**src/rtl/forward_unit_pkg.sv**
```systemverilog
// Shared types for the operand forwarding unit: tracker slot, FSM state,
// operand source select, and the slot/source match rule.
package forward_unit_pkg;

    localparam int MAX_REG_AW = 8;

    typedef enum logic {
        RUN,
        STALL
    } fsm_state_e;

    typedef enum logic [1:0] {
        SRC_RF,
        SRC_EX,
        SRC_MEM,
        SRC_WB
    } src_sel_e;

    typedef struct packed {
        logic                  valid;
        logic [MAX_REG_AW-1:0] addr;
        logic                  memread;
    } slot_t;

    // Register 0 is hardwired, so a write to it never produces a forwardable value.
    function automatic logic slot_match(input logic valid,
                                        input logic [MAX_REG_AW-1:0] addr,
                                        input logic [MAX_REG_AW-1:0] src);
        return valid && (addr == src) && (src != '0);
    endfunction

endpackage

```
**src/rtl/forward_unit_select.sv**
```systemverilog
// Source select for one operand: EX > MEM > WB > register file.
// The WB slot is only eligible when FORWARD_WB_EN is defined.
module forward_select
    import forward_unit_pkg::*;
(
    input  logic [MAX_REG_AW-1:0]      src_addr,
    input  logic [2:0]                 slot_valid,
    input  logic [2:0][MAX_REG_AW-1:0] slot_addr,
    output src_sel_e                   sel
);

`ifdef FORWARD_WB_EN
    localparam bit WB_EN = 1'b1;
`else
    localparam bit WB_EN = 1'b0;
`endif

    logic hit_ex;
    logic hit_mem;
    logic hit_wb;

    assign hit_ex  = slot_match(slot_valid[0], slot_addr[0], src_addr);
    assign hit_mem = slot_match(slot_valid[1], slot_addr[1], src_addr);
    assign hit_wb  = slot_match(slot_valid[2], slot_addr[2], src_addr) && WB_EN;

    always_comb begin
        sel = SRC_RF;
        if (hit_ex)
            sel = SRC_EX;
        else if (hit_mem)
            sel = SRC_MEM;
        else if (hit_wb)
            sel = SRC_WB;
    end

endmodule

```
**src/rtl/forward_unit.sv**
```systemverilog
// Operand forwarding and load-use stall control for a 5-stage pipeline.
// Define FORWARD_WB_EN to allow forwarding from the WB slot.
module forward_unit
    import forward_unit_pkg::*;
#(
    parameter int DATA_W = 32,
    parameter int REG_AW = 5
)
(
    input  logic              CLOCK,
    input  logic              RESET,
    input  logic              Hold_IN,
    input  logic [REG_AW-1:0] RsAddr_IN,
    input  logic [REG_AW-1:0] RtAddr_IN,
    input  logic [DATA_W-1:0] RsData_IN,
    input  logic [DATA_W-1:0] RtData_IN,
    input  logic [REG_AW-1:0] WriteReg_IN,
    input  logic              RegWrite_IN,
    input  logic              MemRead_IN,
    input  logic [DATA_W-1:0] ALUResult_IN,
    input  logic [DATA_W-1:0] MEMResult_IN,
    input  logic [DATA_W-1:0] WBData_IN,
    output logic [DATA_W-1:0] FOperandA_OUT,
    output logic [DATA_W-1:0] FOperandB_OUT,
    output logic              Forward_OUT,
    output logic              Stall_OUT
);

    // state | meaning
    // RUN   | normal shift, operands captured for the ID instruction
    // STALL | one bubble was inserted; next un-held edge returns to RUN

    slot_t                 slot_ex;
    slot_t                 slot_mem;
    slot_t                 slot_wb;
    slot_t                 slot_id;
    fsm_state_e            state;
    src_sel_e              sel_a;
    src_sel_e              sel_b;
    logic [MAX_REG_AW-1:0] rs;
    logic [MAX_REG_AW-1:0] rt;
    logic [DATA_W-1:0]     op_a;
    logic [DATA_W-1:0]     op_b;
    logic                  stall_edge;
    logic                  unused_wb_memread;

    assign rs      = MAX_REG_AW'(RsAddr_IN);
    assign rt      = MAX_REG_AW'(RtAddr_IN);
    assign slot_id = '{valid: RegWrite_IN, addr: MAX_REG_AW'(WriteReg_IN), memread: MemRead_IN};
    assign unused_wb_memread = slot_wb.memread;

    assign Stall_OUT = slot_ex.memread &&
                       (slot_match(slot_ex.valid, slot_ex.addr, rs) ||
                        slot_match(slot_ex.valid, slot_ex.addr, rt));
    assign stall_edge = Stall_OUT && (state == RUN);

    forward_select u_sel_a (
        .src_addr   (rs),
        .slot_valid ({slot_wb.valid, slot_mem.valid, slot_ex.valid}),
        .slot_addr  ({slot_wb.addr, slot_mem.addr, slot_ex.addr}),
        .sel        (sel_a)
    );

    forward_select u_sel_b (
        .src_addr   (rt),
        .slot_valid ({slot_wb.valid, slot_mem.valid, slot_ex.valid}),
        .slot_addr  ({slot_wb.addr, slot_mem.addr, slot_ex.addr}),
        .sel        (sel_b)
    );

    always_comb begin
        op_a = RsData_IN;
        case (sel_a)
            SRC_EX:  op_a = ALUResult_IN;
            SRC_MEM: op_a = MEMResult_IN;
            SRC_WB:  op_a = WBData_IN;
            default: op_a = RsData_IN;
        endcase
    end

    always_comb begin
        op_b = RtData_IN;
        case (sel_b)
            SRC_EX:  op_b = ALUResult_IN;
            SRC_MEM: op_b = MEMResult_IN;
            SRC_WB:  op_b = WBData_IN;
            default: op_b = RtData_IN;
        endcase
    end

    always_ff @(posedge CLOCK or negedge RESET) begin
        if (!RESET) begin
            state         <= RUN;
            slot_ex       <= '0;
            slot_mem      <= '0;
            slot_wb       <= '0;
            FOperandA_OUT <= '0;
            FOperandB_OUT <= '0;
            Forward_OUT   <= 1'b0;
        end else if (!Hold_IN) begin
            slot_mem <= slot_ex;
            slot_wb  <= slot_mem;
            if (stall_edge) begin
                state         <= STALL;
                slot_ex       <= '0;
                FOperandA_OUT <= '0;
                FOperandB_OUT <= '0;
                Forward_OUT   <= 1'b0;
            end else begin
                state         <= RUN;
                slot_ex       <= slot_id;
                FOperandA_OUT <= op_a;
                FOperandB_OUT <= op_b;
                Forward_OUT   <= (sel_a != SRC_RF) || (sel_b != SRC_RF);
            end
        end
    end

endmodule
```
**config.mk**
```make
export PLATFORM = sky130hd
export DESIGN_NAME = forward_unit
export DESIGN_NICKNAME = d
export VERILOG_FILES = /design/src/rtl/forward_unit_pkg.sv /design/src/rtl/forward_unit_select.sv /design/src/rtl/forward_unit.sv
export SDC_FILE = /design/constraint.sdc
export NUM_CORES = 1
export LEC_CHECK = 0
export CAP_MARGIN = 20
export CORE_MARGIN = 8
export CORE_UTILIZATION = 44
export CTS_BUF_LIST = sky130_fd_sc_hd__clkbuf_8
export DETAILED_ROUTE_END_ITERATION = 10
export PLACE_DENSITY = 0.83
export SYNTH_ARGS = -nofsm -noshare
export SYNTH_HDL_FRONTEND = slang
export SYNTH_HIERARCHICAL = 1
export SYNTH_SLANG_ARGS = --single-unit
```
**constraint.sdc**
```tcl
create_clock -name CLOCK -period 2.6 [get_ports CLOCK]
set_input_delay 0.52 -clock CLOCK [delete_from_list [all_inputs] [get_ports CLOCK]]
set_output_delay 0.52 -clock CLOCK [all_outputs]
set_load 0.05 [all_outputs]
```
# After elaboration in Yosys (flattened, before gate mapping)
# Cells that the tools add are included.
totals:
  out_inout_bits: 66
  input_bits: 180
  wordCells: 47
  regBits: 85
classes:
  n_reduce_logical: 16
  bitwise_logic: 1
  eq_ne: 10
  muxes: 11
ops:
  columns: ["cell", "count"]
  rows:
  - ["32-bit case mux with 3 select lines", 2]
  - ["32-bit 2-to-1 mux", 2]
  - ["8-bit by 5-bit equality test with 1-bit output", 4]
  - ["8-bit nonzero test", 2]
  - ["1-bit logical AND", 10]
  - ["10-bit 2-to-1 mux", 1]
  - ["2-bit equality test, second input constant", 4]
  - ["2-bit 2-to-1 mux", 4]
  - ["2-bit by 1-bit equality test with 1-bit output, second input constant", 2]
  - ["2-bit nonzero test", 2]
  - ["1-bit logical OR", 2]
  - ["1-bit 2-to-1 mux", 2]
  - ["1-bit inverter", 1]

# Longest topological paths before layout
# Gate-level depths: netlist of run 1.
logic_depth:
  word_depth: 8
  mapped_depth: 9
  depth_no_buf: 7

# Cells and area by module
# The synthesis of run 1 kept the hierarchy.
modules_own_cells:
  columns: ["mod", "cells_per_inst", "area_per_inst_um2", "n_inst", "seq_area_each_um2"]
  rows:
  - ["forward_unit", 443, 5162.5, 1, 2127.0]
  - ["forward_select", 28, 210.2, 2, 0.0]

# Worst setup path before layout of run 1
# OpenSTA, ideal clock, no wires.
synth_timing:
  path_kind: "in2reg"
  start: "in RsAddr_IN[0]"
  end: "reg FOperandA_OUT[11]"
  path_buffers: 2
  stages: 9
  required_ns: 2.472
  setup_time_ns: 0.128
  arrival_ns: 2.505
  path_slack_ns: -0.033
  cell_sequence: "or4_1 > nor2_1 > nor4_1 > nor4_1 > clkbuf_1 > clkbuf_1 > mux4_2 > nand2b_1 > o21ai_0"
synth_via:
  word_cells_on_any_way: 17
  classes_between: "eq/ne (5); mux (4); reduce/logical (8)"
synth_rtl:
  columns: ["element", "line_no", "text"]
  rows:
  - ["start: declaration", "forward_unit.sv:13", "input logic [REG_AW-1:0] RsAddr_IN,"]
  - ["8-bit by 5-bit equality test with 1-bit output", "forward_unit_pkg.sv:29", "return valid && (addr == src) && (src != '0);"]
  - ["1-bit logical AND", "forward_unit_pkg.sv:29", null]
  - ["1-bit logical AND (*)", "forward_unit_pkg.sv:29", null]
  - ["via u_sel_a.hit_ex", "forward_unit_select.sv:18", "logic hit_ex;"]
  - ["2-bit 2-to-1 mux (*)", "forward_unit_select.sv:28", "if (hit_ex)"]
  - ["via sel_a[1]", "forward_unit.sv:38", "src_sel_e sel_a;"]
  - ["2-bit equality test / 2-bit by 1-bit equality test with 1-bit output (equally long branches)", "forward_unit.sv:73", "case (sel_a)"]
  - ["32-bit case mux with 3 select lines (*)", "forward_unit.sv:73", null]
  - ["32-bit 2-to-1 mux (*)", "forward_unit.sv:103", "if (stall_edge) begin"]
  - ["end signal: assignment", "forward_unit.sv:112", "FOperandA_OUT <= op_a;"]
  - ["end: declaration", "forward_unit.sv:23", "output logic [DATA_W-1:0] FOperandA_OUT,"]
# The timed path passes the listed nets; every way through them passes the cells marked *.
# A chain may end at the register's enable or synchronous reset.

# Final worst setup path of run 1
layout_timing:
  start: "in RsAddr_IN[4]"
  end: "reg FOperandA_OUT[14]"
layout_via:
  word_cells_on_any_way: 17
  classes_between: "eq/ne (5); mux (4); reduce/logical (8)"
layout_rtl:
  columns: ["element", "line_no"]
  rows:
  - ["8-bit by 5-bit equality test with 1-bit output", "forward_unit_pkg.sv:29"]
  - ["1-bit logical AND", "forward_unit_pkg.sv:29"]
  - ["1-bit logical AND (*)", "forward_unit_pkg.sv:29"]
  - ["2-bit 2-to-1 mux (*)", "forward_unit_select.sv:28"]
  - ["via sel_a[0]", "forward_unit.sv:38"]
  - ["2-bit equality test / 2-bit by 1-bit equality test with 1-bit output (equally long branches)", "forward_unit.sv:73"]
  - ["32-bit case mux with 3 select lines (*)", "forward_unit.sv:73"]
  - ["32-bit 2-to-1 mux (*)", "forward_unit.sv:103"]
# Marks and branches as above.

==> results of run 1 <==
[flip-flops by register name, summed over array words and instances (netlist names)]
| name | cells |
|---|---|
| FOperandA_OUT | 32 |
| FOperandB_OUT | 32 |
| slot_ex | 7 |
| slot_mem | 6 |
| Forward_OUT | 1 |
| state | 1 |
[routing by layer]
layer  GRT usage (%)  part of all wire, %
met5               0                    0
met2            44.4                   53
met1            27.5                   37
met3            6.91                  7.2
met4            8.70                  2.4
[metrics by stage]
| stage | utilization, % | total power (µW) | hold WS [ns] |
|---|---|---|---|
| floorplan | - | 2120 | 0.224 |
| global placement | 69.2 | 2740 | 0.453 |
| detailed placement | 69.2 | 2770 | 0.473 |
| CTS | 72.7 | 3590 | 0.124 |
| global route | 73.3 | 3750 | 0.135 |
| finish | 73.3 | 3590 | 0.114 |
[layout make-up]
type                    instances  area, µm²  area share (%)
multi-input cells             395       3420            39.0
clock buffers                  11        151            1.73
clock inverters                 3       12.5           0.143
flip-flops and latches         79       1980            22.6
repair buffers                291       3020            34.5
well taps                     147        184            2.10
[worst max path at each step]
stage                     cells past startpoint  slack [ns]                       endpoint
after floorplan                               9       -0.03  FOperandA_OUT[11]$_DFFE_PN0N_
after global placement                        8       -0.56   FOperandA_OUT[3]$_DFFE_PN0N_
after detailed placement                      8       -0.62  FOperandA_OUT[31]$_DFFE_PN0N_
after CTS                                    11        0.02  FOperandA_OUT[19]$_DFFE_PN0N_
after global routing                         11      -0.001  FOperandA_OUT[14]$_DFFE_PN0N_
final                                        11        0.06  FOperandA_OUT[14]$_DFFE_PN0N_
[power breakdown]
group	internal, µW	switching [µW]
sequential	1350	96.2
combinational	635	705
clock	381	429
total	2360	1230
[layout by cell type (no fill, tap or decap), types with 11 or more instances in the layout]
master / n
nand2_1: 77
clkbuf_8: 11
mux4_2: 64
xnor2_1: 32
dfrtp_1: 76
buf_4: 23
nand2b_1: 74
conb_1: 30
o21ai_0: 59
o21ai_1: 12
clkdlybuf4s50_1: 232
[timing repair]
item,CTS,global route
pin swaps,10,5
gates resized for setup,48,19
hold buffers,0,0
buffers inserted,6,1
cloned,4,2
endpoints found under the setup margin,65,38
==> results.md, run 1 <==
* Outcome: finished clean
* DP Worst Slack at -0.622 ns
* Worst rel slew slack at 58.5%
* Initial antenna violation count at 0
* MaxCap Viol Count at 0
* Max VDD drop at 0.279 mV
* Cell row count at 40
* Placed cell count at 900
* Number of port buffers at 245
* Vias in the first global route at 5,819
* Synthesized netlist cell count at 487
* Synth warn at 6
* Grt ovf at 0
* First-pass DRT Iterations at 4
* Die area at 16,000 µm²
* Setup TNS Final at 0 ns
* Die Width at 126 µm
* Clock Pin Slew Worst Setup and Hold Paths at 0.08 ns
* Critical-path cell list: dlygate4sd2_1, or4_4, nor2_4, nor4_4, buf_4, nor4_4, buf_6, clkbuf_16, mux4_2, nand2b_1, o21ai_0
* P_leak at 0.00332 µW
* Hold Crit Class: input pin to async pin
* Synthesized area at 5370 µm²
* Final setup vio count at 0
* Setup CP Type: input pin to register
* Core area at 12,000 µm²
* Routed Antenna Nets at 0
* Worst reg2reg setup slack at 0.11 ns
* Most frequent CP cell: nor4_4
* Period minus WS final at 2.54 ns
* Hpwl dp at 14,700 µm
* Clk_skew at 0.00821 ns
* WL per Instance at 21.5 µm
* Die H at 126 µm
* Worst path bufs/invs at 4
* Final Max Tran Viols at 0
* DRC Markers at 0
* Fillers at 821
* Placer's final routability congestion estimate at 0.869
* Clock sinks at 79
* Slew @ Worst Pin at 0.620 ns
* GRT Overall Usage at 24.7%
* WP data required at 2.83 ns
* Fin cells at 926
* Setup ws final at 0.0572 ns
* Startpoint Class: input pin
* Number of top-level pins at 246
* Clock insertion delay at the later pin of the skew report at 0.35 ns
* Largest net degree at the start of global routing at 77
* Fmax at 0.393 GHz
* Clock root buffer: clkbuf_8
* Placed cell area at 8270 µm²
* Drt total wl at 19,900 µm
* H-tree depth at 3
* First-pass GRT wire length at 31,100 µm
* TritonCTS clock tree: built
* Crit path max fanout at 6
* Maximum clock path buffer count at 2
* Worst r2r path cells at 8
* Max incr delay on CP at 0.45 ns
* Critical path launch point: RsAddr_IN[4]
* Fin. Hold Viols at 0
* RR Endpoint: FOperandB_OUT[31]$_DFFE_PN0N_
* DRT iter0 DRCs at 316
* Syn avg cell area at 11.0 µm²
* CP endpoint kind: register
* Final Net Count at 956
* Critical-path top delay cell: or4_4
* Power per Cell Area at 410 nW/µm²
* Reg2Reg Launch Point: slot_ex[1]$_DFFE_PN0N_
* Ant. Diodes at 0
* Tcrit/Tclk final at 97.8%
* Final Instance Area at 8770 µm²
* Fraction of layout cells with a size suffix above 1 at 19.5%
* CP top delay family: simple AND/OR/NAND/NOR gates
* Starting Density at 44.9%
* Via Count at 5,074
* CTS buffer count at 9
* Area growth, synth to finish at 63.4%
* Worst Path Arrival at 2.77 ns
* Vias/cell at 5.48
No activity file was read; power rests on OpenSTA's default activity.
==> run 2: changes to the inputs <==
- CORE_UTILIZATION: 44 -> 40
- PLACE_DENSITY: 0.83 -> 0.8
- clock period: 2.6 -> 2.3 ns (I/O delays scaled with it)
==> run 2 against run 1 <==
Effect of this change: the flow now finishes with violations (setup timing); critical path depth stayed put; design area up 9.2%; hold slack worse by 0.051 ns; sequential share of layout area down 1.9 points; cell count increased by 7.9%; global-route usage decreased by 0.25 points; total power rose by 21%; via count is 4.4% higher; first-iteration DRC count fell by 21%; utilization down 0.71 points; register-to-register slack worse by 0.31 ns; critical endpoint is now FOperandA_OUT[4]$_DFFE_PN0N_; highest routed layer is now met5.
==> results.md, run 2 (synthesized netlist as in run 1, its figures left out) <==
* Number of port buffers at 245 (unchanged)
* Failing checks: setup timing
* Tot Pwr at 4360 µW (+21%)
* Final Net Count at 998 (+4.4%)
* Final Max Tran Viols at 0 (unchanged)
* P_leak at 0.00370 µW (+12%)
* Clock insertion delay at the later pin of the skew report at 0.36 ns (about the same)
* WP data required at 2.55 ns (-0.28 ns)
* Commonest non-fill, non-tap cell in the layout: clkdlybuf4s50_1
* Max VDD drop at 0.245 mV (-12%)
* TritonCTS clock tree: built
* Clock sinks at 79 (unchanged)
* Clk_skew at 0.0116 ns (+0.00343 ns)
* DRT iter0 DRCs at 251 (-21%)
* Vias/cell at 5.30 (-3.2%)
* First-pass GRT wire length at 33,100 µm (+6.6%)
* Initial antenna violation count at 1 (+1)
* Critical-path cell list: xnor2_2, nand4_1, nor4_4, buf_6, nor4_4, buf_6, buf_12, buf_16, mux4_2, nand2b_1, o21ai_1
* Outcome: finished, violations left
* Number of top-level pins at 246 (unchanged)
* Fraction of layout cells with a size suffix above 1 at 26.7% (+7.2 points)
* Critical-path top delay cell: dfrtp_2
* Hold Crit Class: input pin to async pin
* Crit path max fanout at 5 (-1)
* Final setup vio count at 66 (+66)
* WHS at 0.0627 ns (-0.0512 ns)
* Hold buffers post-CTS at 0 (unchanged)
* Area growth, synth to finish at 78.5%
* WL per Instance at 22.1 µm (+2.6%)
* DRC Markers at 0 (unchanged)
* Clock Pin Slew Worst Setup and Hold Paths at 0.08 ns (about the same)
* MaxCap Viol Count at 0 (unchanged)
* Power per Cell Area at 456 nW/µm² (+11%)
* Setup CP Type: register to register
* Max incr delay on CP at 0.46 ns (about the same)
* First-pass DRT Iterations at 4 (unchanged)
* Die H at 132 µm (+4.3%)
* Ant. Diodes at 0 (unchanged)
* Fin. Hold Viols at 0 (unchanged)
* Routed Antenna Nets at 0 (unchanged)
* Core area at 13,200 µm² (+10%)
* Tcrit/Tclk final at 109%
* Hpwl dp at 14,900 µm (+1.7%)
* DP Worst Slack at -0.825 ns (-0.203 ns)
* CP top delay family: simple AND/OR/NAND/NOR gates
* Die Width at 132 µm (+4.3%)
* Clock root buffer: clkbuf_8
* Slew @ Worst Pin at 0.588 ns (-0.0322 ns)
* Die area at 17,400 µm² (+8.7%)
* Placer's final routability congestion estimate at 0.935 (+7.6%)
* GRT Overall Usage at 24.5% (-0.25 points)
* Starting Density at 40.7% (-4.2 points)
* CP endpoint kind: register
* Period minus WS final at 2.50 ns
* Worst path bufs/invs at 4 (unchanged)
* Maximum clock path buffer count at 2 (unchanged)
* Regs by FF count: FOperandA_OUT: 32 flops, FOperandB_OUT: 32 flops, slot_ex: 7 flops
* Vias in the first global route at 6,031 (+3.6%)
* RSZ-0062 raised after global routing: true
* Fmax at 0.400 GHz
* Largest net degree at the start of global routing at 84 (+9.1%)
* Cell row count at 42 (+5.0%)
* Commonest cells after routing, fill and taps aside: clkdlybuf4s50_1 (231), nand2_1 (77), dfrtp_1 (74), nand2b_1 (74), mux4_2 (64)
* Worst rel slew slack at 60.7% (+2.2 points)
* Worst Path Arrival at 2.75 ns (-0.02 ns)
* Via Count at 5,297 (+4.4%)
* H-tree depth at 3 (unchanged)
* CTS buffer count at 9 (unchanged)
* Grt ovf at 0 (unchanged)
* Startpoint Class: register
* Drt total wl at 22,000 µm (+11%)
* Setup ws final at -0.203 ns (-0.260 ns)
-- run 2: changes by cell type in the layout (fill, tap and decap cells not counted), sizes merged --
| cell | delta |
|---|---|
| buf | +52 |
| dlygate4sd2 | -6 |
| clkbuf | -2 |
| bufbuf | -1 |
| bufinv | +1 |
| clkdlybuf4s15 | +1 |
| clkdlybuf4s50 | -1 |
| clkinv | +1 |
| inv | -1 |
-- run 2: what timing repair did --
item / 4_1_cts / 5_1_grt
buffers inserted: 30 / 4
gates resized for setup: 152 / 22
setup endpoints to repair: 66 / 71
gates cloned: 11 / 2
hold endpoints to repair: 0 / 0
pin swaps: 18 / 14
-- run 2: worst paths after layout --
kind | start | endpoint | slack [ns] | depth (start not counted)
max in group asynchronous | RESET | FOperandA_OUT[3]$_DFFE_PN0N_ | 1.60 | 2
worst min register to register | FOperandA_OUT[31]$_DFFE_PN0N_ | FOperandA_OUT[31]$_DFFE_PN0N_ | 0.49 | 2
worst max-delay path | slot_ex[5]$_DFFE_PN0N_ | FOperandA_OUT[4]$_DFFE_PN0N_ | -0.20 | 11
min in group CLOCK | FOperandA_OUT[31]$_DFFE_PN0N_ | FOperandA_OUT[31]$_DFFE_PN0N_ | 0.49 | 2
worst max register to register | slot_ex[5]$_DFFE_PN0N_ | FOperandA_OUT[4]$_DFFE_PN0N_ | -0.20 | 11
worst min-delay path | RESET | slot_mem[3]$_DFFE_PN0N_ | 0.06 | 1
-- run 2: area by class of cell --
cell class,instances,area [µm²]
Fill cell,916,3620
Clock buffer,12,165
Multi-Input combinational cell,395,3530
Timing Repair Buffer,333,3630
Tap cell,176,220
Clock inverter,4,43.8
Sequential cell,79,1980
-- run 2: through the flow --
stage / TNS, ns / util [%] / area (µm²) / cells
final: -8.78 / 72.6 / 9570 / 999
after global routing: -12.92 / 72.6 / 9570 / 999
after CTS: -3.43 / 71.5 / 9430 / 996
after detailed placement: -49.32 / 63.7 / 8400 / 939
after global placement: -45.75 / 63.7 / 8400 / 939
after floorplan: -1.91 / - / 5510 / 516
-- run 2: metal layers --
| layer | track usage [%] | part of all wire [%] | up-vias | routed length, µm |
|---|---|---|---|---|
| met3 | 7.16 | 7.7 | 67 | 1700 |
| met1 | 25.0 | 35 | 2584 | 7620 |
| li1 | - | - | 2394 | - |
| met2 | 44.8 | 53 | 250 | 11700 |
| met5 | 0 | 0.059 | - | 13 |
| met4 | 12.1 | 4.4 | 2 | 980 |
-- run 2: where the power goes --
| group | switching [µW] | internal [µW] |
|---|---|---|
| Clock | 520 | 584 |
| Combinational | 842 | 788 |
| Sequential | 105 | 1520 |
| Total | 1470 | 2900 |
-- run 2: worst register-to-register path: cells and delay by family, from the launching register on --
kind | cells | cell delay [ns]
and+or+nand+nor | 4 | 0.82
AOI/OAI and AO/OA | 1 | 0.06
muxes | 1 | 0.29
xor gates and xnor gates | 1 | 0.16
buffers and inverters | 4 | 0.60
DFF | 1 | 0.46
